===== src/rtl/mux_shift_reg_pkg.sv =====
`default_nettype none
// ============================================================================
// Module      : mux_shift_reg_pkg
// Description : Operation and control-state encodings for mux_shift_reg.
// Revision    : 1.0 - initial release
// ============================================================================
package mux_shift_reg_pkg;

    typedef enum logic [2:0] {
        MODE_HOLD  = 3'b000,
        MODE_LOAD  = 3'b001,
        MODE_SHL   = 3'b010,
        MODE_SHR   = 3'b011,
        MODE_ROL   = 3'b100,
        MODE_ROR   = 3'b101,
        MODE_ASR   = 3'b110,
        MODE_CLEAR = 3'b111
    } mode_e;

    typedef enum logic [0:0] {
        ST_IDLE = 1'b0,
        ST_BUSY = 1'b1
    } state_e;

endpackage : mux_shift_reg_pkg
`default_nettype wire


===== src/rtl/mux_dff_cell.sv =====
`default_nettype none
// ============================================================================
// Module      : mux_dff_cell
// Description : One register bit: 8:1 operation mux feeding an async-reset DFF.
// Revision    : 1.0 - initial release
// ============================================================================
module mux_dff_cell
    import mux_shift_reg_pkg::*;
(
    input  logic       clk,
    input  logic       rst,
    input  logic [2:0] sel,
    input  logic       d,
    input  logic       shl_in,
    input  logic       shr_in,
    input  logic       rol_in,
    input  logic       ror_in,
    input  logic       asr_in,
    output logic       q
);

    logic r_q;
    logic w_next;

    always_comb begin
        w_next = r_q;
        case (sel)
            MODE_HOLD:  w_next = r_q;
            MODE_LOAD:  w_next = d;
            MODE_SHL:   w_next = shl_in;
            MODE_SHR:   w_next = shr_in;
            MODE_ROL:   w_next = rol_in;
            MODE_ROR:   w_next = ror_in;
            MODE_ASR:   w_next = asr_in;
            MODE_CLEAR: w_next = 1'b0;
            default:    w_next = r_q;
        endcase
    end

    always_ff @(posedge clk or posedge rst) begin
        if (rst) begin
            r_q <= 1'b0;
        end else begin
            r_q <= w_next;
        end
    end

    assign q = r_q;

endmodule : mux_dff_cell
`default_nettype wire


===== src/rtl/mux_shift_reg.sv =====
`default_nettype none
// ============================================================================
// Module      : mux_shift_reg
// Description : WIDTH-bit mux-cell register with single ops and burst shifts.
// Revision    : 1.0 - initial release
// ============================================================================
module mux_shift_reg
    import mux_shift_reg_pkg::*;
#(
    parameter int WIDTH = 8,
    parameter int AMT_W = $clog2(WIDTH + 1)
) (
    input  logic             clk,
    input  logic             rst,
    input  logic             en,
    input  logic             start,
    input  logic [2:0]       mode,
    input  logic [AMT_W-1:0] amt,
    input  logic [WIDTH-1:0] d,
    input  logic             sin_lsb,
    input  logic             sin_msb,
    output logic [WIDTH-1:0] q,
    output logic             sout_msb,
    output logic             sout_lsb,
    output logic             busy,
    output logic             done
);

    localparam logic [AMT_W-1:0] c_zero = '0;
    localparam logic [AMT_W-1:0] c_one  = AMT_W'(1);

    state_e           r_state;
    logic [AMT_W-1:0] r_rem;
    logic [2:0]       r_burst_mode;
    logic             r_busy;
    logic             r_done;

    logic [WIDTH-1:0] w_q;
    logic [2:0]       w_op;
    logic [WIDTH-1:0] w_shl, w_shr, w_rol, w_ror, w_asr;

    // Operation applied to every cell this edge; HOLD whenever no op is due.
    always_comb begin
        w_op = MODE_HOLD;
        if (r_state == ST_BUSY) begin
            w_op = r_burst_mode;
        end else if (start) begin
            w_op = (amt == c_zero) ? 3'(MODE_HOLD) : mode;
        end else if (en) begin
            w_op = mode;
        end
    end

    assign w_shl = {w_q[WIDTH-2:0], sin_lsb};
    assign w_shr = {sin_msb, w_q[WIDTH-1:1]};
    assign w_rol = {w_q[WIDTH-2:0], w_q[WIDTH-1]};
    assign w_ror = {w_q[0], w_q[WIDTH-1:1]};
    assign w_asr = {w_q[WIDTH-1], w_q[WIDTH-1:1]};

    generate
        for (genvar i = 0; i < WIDTH; i++) begin : g_cell
            mux_dff_cell u_cell (
                .clk    (clk),
                .rst    (rst),
                .sel    (w_op),
                .d      (d[i]),
                .shl_in (w_shl[i]),
                .shr_in (w_shr[i]),
                .rol_in (w_rol[i]),
                .ror_in (w_ror[i]),
                .asr_in (w_asr[i]),
                .q      (w_q[i])
            );
        end
    endgenerate

    always_ff @(posedge clk or posedge rst) begin
        if (rst) begin
            r_state      <= ST_IDLE;
            r_rem        <= c_zero;
            r_burst_mode <= MODE_HOLD;
            r_busy       <= 1'b0;
            r_done       <= 1'b0;
        end else begin
            r_done <= 1'b0;
            case (r_state)
                ST_IDLE: begin
                    if (start) begin
                        r_burst_mode <= mode;
                        // First op lands on this edge, so only amt-1 remain.
                        if (amt <= c_one) begin
                            r_rem  <= c_zero;
                            r_done <= 1'b1;
                        end else begin
                            r_rem   <= amt - c_one;
                            r_state <= ST_BUSY;
                            r_busy  <= 1'b1;
                        end
                    end
                end
                ST_BUSY: begin
                    r_rem <= r_rem - c_one;
                    if (r_rem == c_one) begin
                        r_state <= ST_IDLE;
                        r_busy  <= 1'b0;
                        r_done  <= 1'b1;
                    end
                end
                default: begin
                    r_state <= ST_IDLE;
                    r_busy  <= 1'b0;
                end
            endcase
        end
    end

    assign q        = w_q;
    assign sout_msb = w_q[WIDTH-1];
    assign sout_lsb = w_q[0];
    assign busy     = r_busy;
    assign done     = r_done;

endmodule : mux_shift_reg
`default_nettype wire


===== config.mk =====
export PLATFORM = sky130hd
export DESIGN_NAME = mux_shift_reg
export DESIGN_NICKNAME = d
export VERILOG_FILES = /design/src/rtl/mux_shift_reg_pkg.sv /design/src/rtl/mux_dff_cell.sv /design/src/rtl/mux_shift_reg.sv
export SDC_FILE = /design/constraint.sdc
export NUM_CORES = 1
export LEC_CHECK = 0
export CAP_MARGIN = 20
export CORE_MARGIN = 10
export CORE_UTILIZATION = 48
export CTS_CLUSTER_SIZE = 28
export DETAILED_ROUTE_END_ITERATION = 7
export GPL_ROUTABILITY_DRIVEN = 0
export GPL_TIMING_DRIVEN = 1
export HOLD_SLACK_MARGIN = 0.05
export PLACE_DENSITY = 0.79
export SYNTH_ARGS = -nofsm -noshare
export SYNTH_HDL_FRONTEND = slang
export SYNTH_SLANG_ARGS = --single-unit

===== constraint.sdc =====
create_clock -name clk -period 2.5 [get_ports clk]
set_input_delay 0.5 -clock clk [delete_from_list [all_inputs] [get_ports clk]]
set_output_delay 0.5 -clock clk [all_outputs]
set_load 0.02 [all_outputs]

==> results of run 1 <==
## critical path, cell delays in order
cell and delay, ns:
clkdlybuf4s50_1 0.42, inv_1 0.09, ha_2 0.20, nor4bb_4 0.36, o41ai_2 0.13, buf_4 0.17, and2_2 0.24, a22o_1 0.20
a221o_1 0.29
## cell families after synthesis
group / synth area share, %
simple gates: 15.3
compound gates: 25.0
buf+inv: 9.72
flops: 36.1
mux: 6.51
xor+xnor: 3.41
fa+ha+maj: 4.01
## metrics by stage
| stage | setup slack (ns) | area (um^2) | cells | TNS [ns] | hold WS (ns) |
|---|---|---|---|---|---|
| final | 0.0977 | 1720 | 203 | 0 | 0.500 |
| after global routing | -0.0116 | 1720 | 203 | -0.0166 | 0.526 |
| after CTS | 0.0477 | 1690 | 201 | 0 | 0.500 |
| after detailed placement | -0.252 | 1660 | 197 | -1.88 | 0.472 |
| after global placement | -0.226 | 1660 | 197 | -1.63 | 0.467 |
| after floorplan | 0.269 | 1250 | 132 | 0 | 0.439 |
## area by class of cell
class | instances | area [um^2] | area share (%)
well taps | 30 | 37.5 | 2.19
repair buffers | 50 | 468 | 27.3
multi-input cells | 91 | 687 | 40.0
flip-flops and latches | 18 | 450 | 26.2
clock buffers | 4 | 36.3 | 2.11
inverters | 10 | 37.5 | 2.19
## where the power goes
part	internal (mW)	switching (mW)
registers	0.435	0.156
clock network	0.0887	0.0985
logic	0.732	0.657
## routing by layer
metal / track usage [%] / vias up / routed length (um)
met2: 22.8 / 31 / 1670
met3: 4.88 / 5 / 223
met5: 0 / - / 0
li1: - / 551 / -
met4: 4.52 / 0 / 33
met1: 13.1 / 546 / 1300
## cells in the final DEF, fill, tap and decap left out, types with 2 or more instances in the layout
master            n
buf_4            17
nor3_1            3
a221o_1           6
mux2i_1           7
o21ai_0           6
o41a_1            2
clkdlybuf4s50_1  32
nor2_1           12
a22o_1            7
xor2_1            2
a221oi_1          3
dfrtp_1          18
nand2b_1          4
inv_1            10
nand2_1          13
clkbuf_4          3
a21oi_1           7
ha_1              3
## worst min-delay path by stage
stage	startpoint	to	slack (ns)	depth (start not counted)
CTS	busy	busy	0.50	2
global placement	r_burst_mode[1]	r_burst_mode[1]	0.47	2
global route	busy	busy	0.53	2
finish	busy	busy	0.50	2
floorplan	rst	busy	0.44	1
detailed placement	busy	busy	0.47	2
## registers in the layout (all words and copies together), names as in the netlist
signal / cells
r_burst_mode: 3
done: 1
g_cell.u_cell.q: 8
r_rem: 4
busy: 1
r_state: 1
## timing repair
item / CTS / global route
setup buffers: 0 / 2
hold buffers: 0 / 0
resized for setup: 0 / 3
setup endpoints to repair: 0 / 7
==> flow_metrics.tcl, run 1 <==
set metrics [dict create \
    grt_start_max_net_pins 19 \
    core_area_um2 2480 \
    synth_common_cells "dfrtp_1, nand2_1, nor2_1" \
    timing.rr.end "g_cell[5].u_cell.q" \
    floorplan.die_area_um2 5040 \
    ys_warn_count 0 \
    wl_per_cell_um 15.9 \
    holdCritPathClass "reg2reg" \
    drc_errors 0 \
    ctsRootBufferMaster "clkbuf_4" \
    via_per_inst 5.58 \
    status "finished, final reports clean" \
    antenna_found_initial 0 \
    start_util_pct 50.4 \
    worstPathMaxFanout 7 \
    pin_count 33 \
    required_ns 2.69 \
    ys_ff_latch 18 \
    cts_sinks 18 \
    irDropWorstVdd_uv 850 \
    crit_arrival_ns 2.60 \
    slew_headroom_pct 50.6 \
    critPathCapture "g_cell[5].u_cell.q" \
    slew_violations 0 \
    period_share_pct 96.1 \
    synth_nets 157 \
    die_h_um 71.0 \
    layout-drive-gt1-share_pct 18.5 \
    synth.largest_area_cell "dfrtp_1" \
    worstSkewPairLatency_ns 0.30 \
    post-dp-hpwl_um 2480 \
    setup.worst_path.class "in2reg" \
    final_nets 199 \
    gr-total-overflow 0 \
    endpoint_kind "flop" \
    netlist_top_cells_area "dfrtp_1, mux2i_1, a22o_1, a221o_1, buf_4" \
    grt_first_pass_wirelength_um 5450 \
    antenna_left 0 \
    ctsHtreeMaxLevel 1 \
    worstMarginPinSlew_ns 0.740 \
    syn2layout_area_growth_pct 37.5 \
    netlist_area_um2 1250 \
    synth_top_area_share_pct 36.1 \
    fill_cells 200 \
    io_buffers 32 \
    final_core_util_pct 69.3 \
    r2r-start "r_state" \
    fmax_ghz 0.416 \
    cp-startpoint "amt[1]" \
    yosysSeqAreaShare_pct 36.1 \
    power_mw 2.17 \
    rows 18 \
    yosysMostFrequentCell "dfrtp_1" \
    die_w_um 71.0 \
    skew_ns 0.00530 \
    async_flop_share_pct 100 \
    drtIter0Drc 71 \
    vias 1133 \
    yosysUniqueCellTypes 33 \
    clock_path_buffers 2 \
    r2r_slack_ns 0.66 \
    leakage_nw 0.799 \
    drt-total-wl_um 3230 \
    synth-edff-count 0 \
    powerDensity_nw_per_um2 1260 \
    maxCapViolCount 0 \
    synth_ff_type "dfrtp_1" \
    cts_buffers 3 \
    firstDrtPassIters 4 \
    syn_avg_cell_area_um2 9.46 \
    cts_tree "yes" \
    grt_pass1_vias 1237 \
    final-hold-violation-count 0 \
    setup_viol 0 \
    grt.total_usage_pct 12.7 \
    syn_inst 132 \
    startpoint_type "input port" \
    rr_worst_depth 6 \
    min_period_ns 2.40 \
    clk_pin_slew_worst_paths_ns 0.12 \
    diodes 0 \
]
(Power assumes the default switching activity.)
==> run 2, diff against run 1 <==
SLEW_MARGIN = 15   (was not set)
==> results of run 2 <==
Same layout as run 1: the final DEF is identical, and so are final timing and power.
